==> src/rtl/hammer_sweep_if.sv <==
// Operand/response/result bundle between hammer_sweep and the expression under test.
// The master side drives start/mode/y_in; the slave side is the sweep engine.
interface hammer_sweep_if #(
    parameter int A_WIDTH   = 4,
    parameter int B_WIDTH   = 4,
    parameter int Y_WIDTH   = 8,
    parameter int SIG_WIDTH = 32
);
    logic                       start;
    logic                       mode;
    logic [A_WIDTH-1:0]         a;
    logic [B_WIDTH-1:0]         b;
    logic [Y_WIDTH-1:0]         y_in;
    logic                       busy;
    logic                       done;
    logic [SIG_WIDTH-1:0]       signature;
    logic [A_WIDTH+B_WIDTH:0]   vec_count;
    logic                       x_seen;

    modport master (
        output start, mode, y_in,
        input  a, b, busy, done, signature, vec_count, x_seen
    );

    modport slave (
        input  start, mode, y_in,
        output a, b, busy, done, signature, vec_count, x_seen
    );
endinterface

==> src/rtl/hammer_sweep.sv <==
// Stimulus sweep (exhaustive or corner) with MISR compaction of the response.
// Optional x/z screening of y_in is enabled by defining HAMMER_SWEEP_XCHK_EN.
module hammer_sweep #(
    parameter int                   A_WIDTH   = 4,
    parameter int                   B_WIDTH   = 4,
    parameter int                   Y_WIDTH   = 8,
    parameter int                   SIG_WIDTH = 32,
    parameter logic [SIG_WIDTH-1:0] POLY      = 32'h04C11DB7,
    parameter logic [SIG_WIDTH-1:0] SEED      = '1
) (
    input logic          clk,
    input logic          rst_n,
    hammer_sweep_if.slave bus
);
    localparam int CW = A_WIDTH + B_WIDTH + 1;
    localparam int VW = A_WIDTH + B_WIDTH;

    typedef enum logic [1:0] {IDLE, SWEEP, DONE} state_t;

    state_t               state_q, state_d;
    logic                 mode_q, mode_d;
    logic [A_WIDTH-1:0]   a_q, a_d;
    logic [B_WIDTH-1:0]   b_q, b_d;
    logic [2:0]           ia_q, ia_d, ib_q, ib_d;
    logic [SIG_WIDTH-1:0] sig_q, sig_d;
    logic [CW-1:0]        cnt_q, cnt_d;
    logic [Y_WIDTH-1:0]   y_clean;
    logic                 last_vec;
    logic                 busy_o, done_o;

    function automatic logic [SIG_WIDTH-1:0] misr_step(input logic [SIG_WIDTH-1:0] s,
                                                       input logic [Y_WIDTH-1:0]   y);
        logic [SIG_WIDTH-1:0] yext;
        yext = '0;
        yext[Y_WIDTH-1:0] = y;
        return {s[SIG_WIDTH-2:0], 1'b0} ^ (s[SIG_WIDTH-1] ? POLY : '0) ^ yext;
    endfunction

    // Corner list: 0, 1, all-ones, MSB-only, all-ones-except-MSB (truncated to width).
    function automatic logic [A_WIDTH-1:0] corner_a(input logic [2:0] i);
        logic [A_WIDTH-1:0] msb;
        logic [A_WIDTH-1:0] one;
        msb = '0;
        msb[A_WIDTH-1] = 1'b1;
        one = '0;
        one[0] = 1'b1;
        case (i)
            3'd0:    return '0;
            3'd1:    return one;
            3'd2:    return '1;
            3'd3:    return msb;
            default: return ~msb;
        endcase
    endfunction

    function automatic logic [B_WIDTH-1:0] corner_b(input logic [2:0] i);
        logic [B_WIDTH-1:0] msb;
        logic [B_WIDTH-1:0] one;
        msb = '0;
        msb[B_WIDTH-1] = 1'b1;
        one = '0;
        one[0] = 1'b1;
        case (i)
            3'd0:    return '0;
            3'd1:    return one;
            3'd2:    return '1;
            3'd3:    return msb;
            default: return ~msb;
        endcase
    endfunction

    assign last_vec = mode_q ? ((ia_q == 3'd4) && (ib_q == 3'd4)) : (&{b_q, a_q});

    always_ff @(posedge clk or negedge rst_n) begin
        if (!rst_n) begin
            state_q <= IDLE;
        end else begin
            state_q <= state_d;
        end
    end

    always_comb begin
        state_d = state_q;
        case (state_q)
            IDLE:    if (bus.start) state_d = SWEEP;
            SWEEP:   if (last_vec)  state_d = DONE;
            DONE:    state_d = IDLE;
            default: state_d = IDLE;
        endcase
    end

    always_comb begin
        busy_o = (state_q == SWEEP);
        done_o = (state_q == DONE);
    end

    always_comb begin
        mode_d = mode_q;
        a_d    = a_q;
        b_d    = b_q;
        ia_d   = ia_q;
        ib_d   = ib_q;
        sig_d  = sig_q;
        cnt_d  = cnt_q;
        if ((state_q == IDLE) && bus.start) begin
            mode_d = bus.mode;
            a_d    = '0;
            b_d    = '0;
            ia_d   = 3'd0;
            ib_d   = 3'd0;
            sig_d  = SEED;
            cnt_d  = '0;
        end else if (state_q == SWEEP) begin
            sig_d = misr_step(sig_q, y_clean);
            cnt_d = cnt_q + CW'(1);
            // On the last vector the operands are left holding it.
            if (!last_vec) begin
                if (mode_q) begin
                    if (ia_q == 3'd4) begin
                        ia_d = 3'd0;
                        ib_d = ib_q + 3'd1;
                    end else begin
                        ia_d = ia_q + 3'd1;
                    end
                    a_d = corner_a(ia_d);
                    b_d = corner_b(ib_d);
                end else begin
                    {b_d, a_d} = {b_q, a_q} + VW'(1);
                end
            end
        end
    end

    always_ff @(posedge clk or negedge rst_n) begin
        if (!rst_n) begin
            mode_q <= 1'b0;
            a_q    <= '0;
            b_q    <= '0;
            ia_q   <= 3'd0;
            ib_q   <= 3'd0;
            sig_q  <= '0;
            cnt_q  <= '0;
        end else begin
            mode_q <= mode_d;
            a_q    <= a_d;
            b_q    <= b_d;
            ia_q   <= ia_d;
            ib_q   <= ib_d;
            sig_q  <= sig_d;
            cnt_q  <= cnt_d;
        end
    end

`ifdef HAMMER_SWEEP_XCHK_EN
    logic y_unknown;
    logic x_q, x_d;

    // Unknown bits fold as 0 so the signature itself never goes x.
    always_comb begin
        y_clean = '0;
        for (int i = 0; i < Y_WIDTH; i++) begin
            y_clean[i] = (bus.y_in[i] === 1'b1);
        end
        y_unknown = ((^bus.y_in) === 1'bx);
    end

    always_comb begin
        x_d = x_q;
        if ((state_q == IDLE) && bus.start) begin
            x_d = 1'b0;
        end else if (state_q == SWEEP) begin
            x_d = x_q | y_unknown;
        end
    end

    always_ff @(posedge clk or negedge rst_n) begin
        if (!rst_n) begin
            x_q <= 1'b0;
        end else begin
            x_q <= x_d;
        end
    end

    assign bus.x_seen = x_q;
`else
    assign y_clean    = bus.y_in;
    assign bus.x_seen = 1'b0;
`endif

    assign bus.a         = a_q;
    assign bus.b         = b_q;
    assign bus.busy      = busy_o;
    assign bus.done      = done_o;
    assign bus.signature = sig_q;
    assign bus.vec_count = cnt_q;
endmodule
==> src/flat_wrapper.sv <==
// flat-port wrapper written by rule: the top's interface ports become plain ports
module hammer_sweep_flat 
#(
    parameter int                   A_WIDTH   = 4,
    parameter int                   B_WIDTH   = 4,
    parameter int                   Y_WIDTH   = 8,
    parameter int                   SIG_WIDTH = 32,
    parameter logic [SIG_WIDTH-1:0] POLY      = 32'h04C11DB7,
    parameter logic [SIG_WIDTH-1:0] SEED      = '1
)
  (clk, rst_n, bus_start, bus_mode, bus_y_in, bus_a, bus_b, bus_busy, bus_done, bus_signature, bus_vec_count, bus_x_seen);
  hammer_sweep_if #(.A_WIDTH(A_WIDTH), .B_WIDTH(B_WIDTH), .Y_WIDTH(Y_WIDTH), .SIG_WIDTH(SIG_WIDTH)) bus_i ();
  input logic clk;
  input logic rst_n;
  input wire logic [$bits(bus_i.start)-1:0] bus_start;
  input wire logic [$bits(bus_i.mode)-1:0] bus_mode;
  input wire logic [$bits(bus_i.y_in)-1:0] bus_y_in;
  output wire logic [$bits(bus_i.a)-1:0] bus_a;
  output wire logic [$bits(bus_i.b)-1:0] bus_b;
  output wire logic [$bits(bus_i.busy)-1:0] bus_busy;
  output wire logic [$bits(bus_i.done)-1:0] bus_done;
  output wire logic [$bits(bus_i.signature)-1:0] bus_signature;
  output wire logic [$bits(bus_i.vec_count)-1:0] bus_vec_count;
  output wire logic [$bits(bus_i.x_seen)-1:0] bus_x_seen;
  assign bus_i.start = bus_start;
  assign bus_i.mode = bus_mode;
  assign bus_i.y_in = bus_y_in;
  assign bus_a = bus_i.a;
  assign bus_b = bus_i.b;
  assign bus_busy = bus_i.busy;
  assign bus_done = bus_i.done;
  assign bus_signature = bus_i.signature;
  assign bus_vec_count = bus_i.vec_count;
  assign bus_x_seen = bus_i.x_seen;
  hammer_sweep #(.A_WIDTH(A_WIDTH), .B_WIDTH(B_WIDTH), .Y_WIDTH(Y_WIDTH), .SIG_WIDTH(SIG_WIDTH), .POLY(POLY), .SEED(SEED)) u_core (.clk(clk), .rst_n(rst_n), .bus(bus_i));
endmodule
==> config.mk <==
export PLATFORM = sky130hd
export DESIGN_NAME = hammer_sweep_flat
export DESIGN_NICKNAME = d
export VERILOG_FILES = /design/src/rtl/hammer_sweep_if.sv /design/src/rtl/hammer_sweep.sv /design/src/flat_wrapper.sv
export SDC_FILE = /design/constraint.sdc
export NUM_CORES = 1
export LEC_CHECK = 0
export ABC_AREA = 0
export ABC_CLOCK_PERIOD_IN_PS = 4280
export CORE_AREA = 2 2 56 111
export DETAILED_ROUTE_END_ITERATION = 8
export DIE_AREA = 0 0 58 113
export PLACE_DENSITY = 0.91
export SYNTH_ARGS = -nofsm -noshare
export SYNTH_HDL_FRONTEND = slang
export SYNTH_SLANG_ARGS = --single-unit
export TNS_END_PERCENT = 5
==> constraint.sdc <==
create_clock -name clk -period 4.28 [get_ports clk]
set_input_delay 0.856 -clock clk [delete_from_list [all_inputs] [get_ports clk]]
set_output_delay 0.856 -clock clk [all_outputs]
set_load 0.02 [all_outputs]
==> qor.yml, run 1 <==
synth-main-ff-cell: "dfrtp_1"
slew_headroom_pct: 40.76
cp_slowest_cell: "clkdlybuf4s50_1"
synthCells: 322
vias: 2681
synth_nets: 342
clockBufferDepth: 2
insertion_delay_ns: 0.33
r2r_slack_ns: 2.04
drc_errors: 0
startpoint: "u_core.state_q[0]$_DFFE_PN0P_"
routedWlPerCell_um: 17.18
tightest_slew_ns: 0.8865
root_buffer: "clkbuf_16"
mostFrequentLayoutCells: "clkdlybuf4s50_1 (61), dfrtp_1 (58), nand2_1 (44)"
cpPeakStageDelay_ns: 0.67
finalNetCount: 399
setup_violations: 0
r2r_end: "u_core.bus.a[0]$_DFFE_PN0P_"
tns_ns: 0
post-dp-hpwl_mm: 5.197
core_sq_um: 5660
die_x_um: 58
rr_startpoint: "u_core.ia_q[0]$_DFFE_PN0P_"
wl_mm: 7.645
crit_end: "bus_busy"
clkTransAtPathRegs_ns: 0.05
cts-resized-gates: 0
antenna_found_initial: 0
grt_start_max_net_pins: 35
syn-cell-area_sq_um: 3053
gp_congestion: 0.9360
hold_viol: 0
whs_ns: 0.5173
p_leak_uw: 0.001708
grt_use_total_pct: 25.63
rsz0062_at_grt: "no"
cp_cell_sequence: "nand2b_4 > inv_1 > buf_4 > clkdlybuf4s50_1"
end_kind: "primary output"
cts_tree: "built"
dieArea_sq_um: 6554
crit_fanout: 31
htree_levels: 3
drtIter0Drc: 152
crit_arrival_ns: 2.10
synth-edff-count: 0
min_period_over_period_pct: 69.16
maxCapViolations: 0
fp.dieH_um: 113
cts_buffers: 9
outcome: "finished, final reports clean"
hp-class: "in2async"
grt_pass1_wl_mm: 12.93
initial_utilization_pct: 53.93
layout-drive-gt1-share_pct: 7.552
yosysWarningCount: 0
first_global_vias: 2690
cts_sinks: 58
ioPinCount: 64
rr_worst_depth: 6
start_kind: "register"
max_freq_mhz: 337.8
first_pass_iters: 4
io_buffers: 62
drtAntennaViolNets: 0
worst-endpoint-required_ns: 3.42
rows: 39
criticalPathCategory: "reg2out"
peakVddDrop_v: 0.0006877
grt_remaining_overflow: 0
async_reset_ff_share_pct: 100.0
avgViaCountPerCell: 6.025
synth.avg_cell_area_sq_um: 9.481
mostFrequentLayoutCell: "clkdlybuf4s50_1"
yosysSeqAreaShare_pct: 47.54
layout-area-overhead-vs-synth_pct: 29.10
diodes: 0
finalCriticalPeriod_ns: 2.960
p_total_uw: 3557
cts_setup_buffers: 0
powerDensity_nw_per_um2: 902.6
fin_skew_ns: 0.008240
ys_seq_elements: 58
drv_slew: 0
ys_types: 56
cts_hold_buf: 0
## layout make-up
class / instances / area (sq um)
fill: 423 / 1719
clock buffer: 10 / 239.0
tap: 61 / 76.32
inverter: 9 / 33.78
multi-input combinational: 235 / 1463
clock inverter: 6 / 32.53
sequential: 58 / 1451
timing repair buffer: 66 / 645.6
## power by group
| part | internal [uW] | total [uW] | switching [uW] | leakage (uW) |
|---|---|---|---|---|
| clock network | 401 | 642 | 241 | 0.000138 |
| logic | 842 | 1750 | 906 | 0.000874 |
| registers | 819 | 1170 | 348 | 0.000696 |
| total | 2060 | 3560 | 1490 | 0.00171 |
## synthesized netlist by cell type, types with 2 or more instances
| cell | n | area (sq um) |
|---|---|---|
| dfrtp_1 | 58 | 1451 |
| nand2_1 | 44 | 165.2 |
| nor2_1 | 28 | 105.1 |
| nand3_1 | 23 | 115.1 |
| a21oi_1 | 20 | 100.1 |
| xnor2_1 | 18 | 157.7 |
| o21ai_0 | 12 | 60.06 |
| clkbuf_1 | 9 | 33.78 |
| inv_1 | 9 | 33.78 |
| ha_1 | 8 | 100.1 |
| a31oi_1 | 7 | 43.79 |
| nand4_1 | 7 | 43.79 |
| buf_2 | 5 | 25.02 |
| o211ai_1 | 5 | 37.54 |
| xor2_1 | 5 | 43.79 |
| and3_1 | 4 | 25.02 |
| nor2b_1 | 4 | 25.02 |
| a22o_1 | 3 | 26.28 |
| buf_4 | 3 | 22.52 |
| nor4_1 | 3 | 18.77 |
| o22ai_1 | 3 | 18.77 |
| o31ai_1 | 3 | 22.52 |
| a211o_1 | 2 | 17.52 |
| a21o_1 | 2 | 15.01 |
| a31o_1 | 2 | 17.52 |
| buf_6 | 2 | 22.52 |
| mux2i_1 | 2 | 20.02 |
| nand2b_1 | 2 | 12.51 |
| or3_1 | 2 | 12.51 |
## cell families after synthesis
family,count (synthesis),synth area share (%)
compound gates,74,16.97
xor+xnor,23,6.598
fa+ha+maj,8,3.279
buf+inv,29,4.631
flops,58,47.54
mux,2,0.6558
other cells,1,0.1228
simple gates,127,20.20
## registers in the layout (all words and copies together) (netlist names)
register / count
u_core.bus.a: 4
u_core.bus.b: 4
u_core.bus.signature: 32
u_core.bus.vec_count: 9
u_core.ia_q: 3
u_core.ib_q: 3
u_core.mode_q: 1
u_core.state_q: 2
## layer usage
layer	global-route usage [%]	part of all wire, %	vias up
li1	-	-	1257
met1	29.30	38	1316
met2	43.71	55	88
met3	4.114	3.6	20
met4	15.04	3.5	0
met5	0	0	-
## worst max-delay path, delay by kind of cell (launching register included)
family / cells / cell delay (ns)
buffers and inverters: 3 / 1.09
flip-flops: 1 / 0.51
AND/OR/NAND/NOR: 1 / 0.17
## worst min path at each step
stage | start | slack (ns) | end
4_1_cts | u_core.bus.signature[19]$_DFFE_PN0P_ | 0.52 | u_core.bus.signature[20]$_DFFE_PN0P_
2_1_floorplan | u_core.ia_q[0]$_DFFE_PN0P_ | 0.52 | u_core.ia_q[0]$_DFFE_PN0P_
6_report | rst_n | 0.52 | u_core.bus.b[2]$_DFFE_PN0P_
3_5_place_dp | u_core.bus.signature[19]$_DFFE_PN0P_ | 0.51 | u_core.bus.signature[20]$_DFFE_PN0P_
3_3_place_gp | u_core.bus.signature[19]$_DFFE_PN0P_ | 0.50 | u_core.bus.signature[20]$_DFFE_PN0P_
5_1_grt | u_core.bus.signature[19]$_DFFE_PN0P_ | 0.54 | u_core.bus.signature[20]$_DFFE_PN0P_
## stage by stage
stage	cells	cell area [sq um]	util (%)	setup WS (ns)
after detailed placement	429	3670	64.83	1.658
after global placement	429	3670	64.83	1.721
after floorplan	322	3053	-	2.199
after CTS	445	3941	69.63	1.318
after global routing	445	3941	69.63	1.201
final	445	3941	69.63	1.320
Note: power is estimated with default switching activity, not from simulation.
==> run 2, diff against run 1 <==
--- a/config.mk
+++ b/config.mk
@@ -6,11 +6,11 @@
 export NUM_CORES = 1
 export LEC_CHECK = 0
 export ABC_AREA = 0
-export ABC_CLOCK_PERIOD_IN_PS = 4280
-export CORE_AREA = 2 2 56 111
+export ABC_CLOCK_PERIOD_IN_PS = 2500
+export CORE_AREA = 2 2 61 121
 export DETAILED_ROUTE_END_ITERATION = 8
-export DIE_AREA = 0 0 58 113
-export PLACE_DENSITY = 0.91
+export DIE_AREA = 0 0 63 123
+export PLACE_DENSITY = 0.82
 export SYNTH_ARGS = -nofsm -noshare
 export SYNTH_HDL_FRONTEND = slang
 export SYNTH_SLANG_ARGS = --single-unit
==> constraint.sdc (replaced) <==
create_clock -name clk -period 2.5 [get_ports clk]
set_input_delay 0.5 -clock clk [delete_from_list [all_inputs] [get_ports clk]]
set_output_delay 0.5 -clock clk [all_outputs]
set_load 0.02 [all_outputs]
==> qor.yml, run 2 (synthesis results as in run 1) <==
outcome: "finished, final reports clean"
layout-area-overhead-vs-synth_pct: 33.32
mostFrequentLayoutCell: "clkdlybuf4s50_1"
diodes: 0  # unchanged
met2WireLength_mm: 3.583  # -15%
tightest_slew_ns: 0.7381  # -0.1484 ns
min_period_over_period_pct: 89.59
clockBufferDepth: 2  # unchanged
io_buffers: 62  # unchanged
fill_cells: 562  # +33%
cp_cell_sequence: "nand2b_4 > inv_1 > clkdlybuf4s50_1"
max_freq_mhz: 446.5
first_pass_iters: 4  # unchanged
cts_tree: "built"
die_x_um: 63  # +8.6%
drc_errors: 0  # unchanged
root_buffer: "clkbuf_16"
mostFrequentLayoutCells: "clkdlybuf4s50_1 (61), dfrtp_1 (58), nand2_1 (44)"
final_cells: 479  # +7.6%
hp-class: "in2async"
grt_pass1_wl_mm: 12.32  # -4.7%
cts_hold_buf: 0  # unchanged
routed.top_layer: "met4"
setup_violations: 0  # unchanged
antenna_found_initial: 0  # unchanged
powerDensity_nw_per_um2: 1554  # +72%
post-route-util_pct: 59.57  # -10 points
rows: 43  # +10%
first_global_vias: 2444  # -9.1%
ioPinCount: 64  # unchanged
finalCriticalPeriod_ns: 2.240
tns_ns: 0  # unchanged
worst-endpoint-required_ns: 2.00  # -1.42 ns
swShare_pct: 40.72  # -1.3 points
sequentialPowerShare_pct: 30.8  # -2.0 points
whs_ns: 0.3001  # -0.2172 ns
dieArea_sq_um: 7749  # +18%
largest_register_ffs: 32  # unchanged
vias: 2643  # -1.4%
drtAntennaViolNets: 0  # unchanged
met1_length_mm: 3.274  # +14%
cp_slowest_cell: "clkdlybuf4s50_1"
power_frac_comb_pct: 48.2  # -0.9 points
maxCapViolations: 0  # unchanged
layout-drive-gt1-share_pct: 8.740  # +1.2 points
slew_headroom_pct: 50.79  # +10 points
clkTransAtPathRegs_ns: 0.05  # about the same
start_kind: "register"
setup_ws_ns: 0.2602  # -1.060 ns
cts-resized-gates: 0  # unchanged
pwr-share-clk_pct: 21.1  # +3.1 points
wl_met3_um: 452  # +66%
criticalPathCategory: "reg2out"
crit_fanout: 15  # -52%
hold_viol: 0  # unchanged
cts_setup_buffers: 0  # unchanged
gp_congestion: 0.8598  # -8.1%
rsz0062_at_grt: "no"
p_int_uw: 3750  # +82%
wl_mm: 7.405  # -3.1%
grt_use_total_pct: 19.98  # -5.7 points
finalNetCount: 404  # +1.3%
core_sq_um: 6833  # +21%
crit_arrival_ns: 1.74  # -0.36 ns
end_kind: "primary output"
peakVddDrop_v: 0.0009276  # +35%
insertion_delay_ns: 0.33  # about the same
cts_buffers: 9  # unchanged
p_leak_uw: 0.001748  # +2.3%
drv_slew: 0  # unchanged
fin_skew_ns: 0.008144  # -0.00009679 ns
grt_start_max_net_pins: 59  # +69%
avgViaCountPerCell: 5.518  # -8.4%
initial_utilization_pct: 44.68  # -9.3 points
fp.dieH_um: 123  # +8.8%
drtIter0Drc: 159  # +4.6%
grt_remaining_overflow: 0  # unchanged
p_switching_uw: 2575  # +72%
htree_levels: 3  # unchanged
post-dp-hpwl_mm: 4.942  # -4.9%
routedWlPerCell_um: 15.46  # -10%
place_inst: 463  # +7.9%
cpPeakStageDelay_ns: 0.60  # -0.07 ns
dp_slack_ns: 0.4800  # -1.178 ns
cts_sinks: 58  # unchanged
run 2: changes by cell type in the layout (fill, tap and decap cells not counted):
cell	before	now
clkinv_4	0	1
inv_6	0	2
bufinv_16	0	2
clkinvlp_4	1	2
clkbuf_8	1	0
buf_4	4	9
clkinv_2	5	0
run 2: area by class of cell:
class                      instances  area (sq um)  area share (%)
multi-input combinational        235          1463           35.94
tap                               90         112.6           2.767
clock buffer                       9         225.2           5.533
inverter                           9         33.78          0.8300
clock inverter                     7         101.3           2.490
timing repair buffer              71         683.2           16.78
sequential                        58          1451           35.66
run 2: worst paths after layout:
kind / from / end / slack (ns) / depth (start not counted)
worst min register to register: u_core.bus.signature[27]$_DFFE_PN0P_ / u_core.bus.signature[28]$_DFFE_PN0P_ / 0.52 / 2
worst max register to register: u_core.ia_q[0]$_DFFE_PN0P_ / u_core.bus.a[2]$_DFFE_PN0P_ / 0.44 / 6
min in group clk: u_core.bus.signature[27]$_DFFE_PN0P_ / u_core.bus.signature[28]$_DFFE_PN0P_ / 0.52 / 2
worst min-delay path: rst_n / u_core.bus.b[1]$_DFFE_PN0P_ / 0.30 / 2
max in group asynchronous: rst_n / u_core.bus.signature[17]$_DFFE_PN0P_ / 1.68 / 2
worst max-delay path: u_core.state_q[0]$_DFFE_PN0P_ / bus_busy / 0.26 / 3
run 2: worst max-delay path, delay by kind of cell (launching register included):
family	cells	cell delay [ns]
simple gates	1	0.18
flops	1	0.51
buf+inv	2	0.72
run 2: layer usage:
metal	up-vias	global-route usage, %
li1	1271	-
met3	8	4.732
met1	1268	27.41
met4	0	7.083
met2	96	30.92
met5	-	0
run 2: power groups by stage:
stage	Sequential [uW]	Clock, uW	Combinational (uW)
final	1950	1330	3050
after global routing	2020	1400	3300
after CTS	1940	1350	3080
after detailed placement	1940	0	3050
after global placement	1940	0	2980
after floorplan	2270	0	1510
run 2: metrics by stage:
| stage | cell area, sq um | total power [uW] |
|---|---|---|
| final | 4070 | 6325 |
| after global routing | 4070 | 6729 |
| after CTS | 4070 | 6369 |
| after detailed placement | 3744 | 4987 |
| after global placement | 3744 | 4921 |
| after floorplan | 3053 | 3785 |
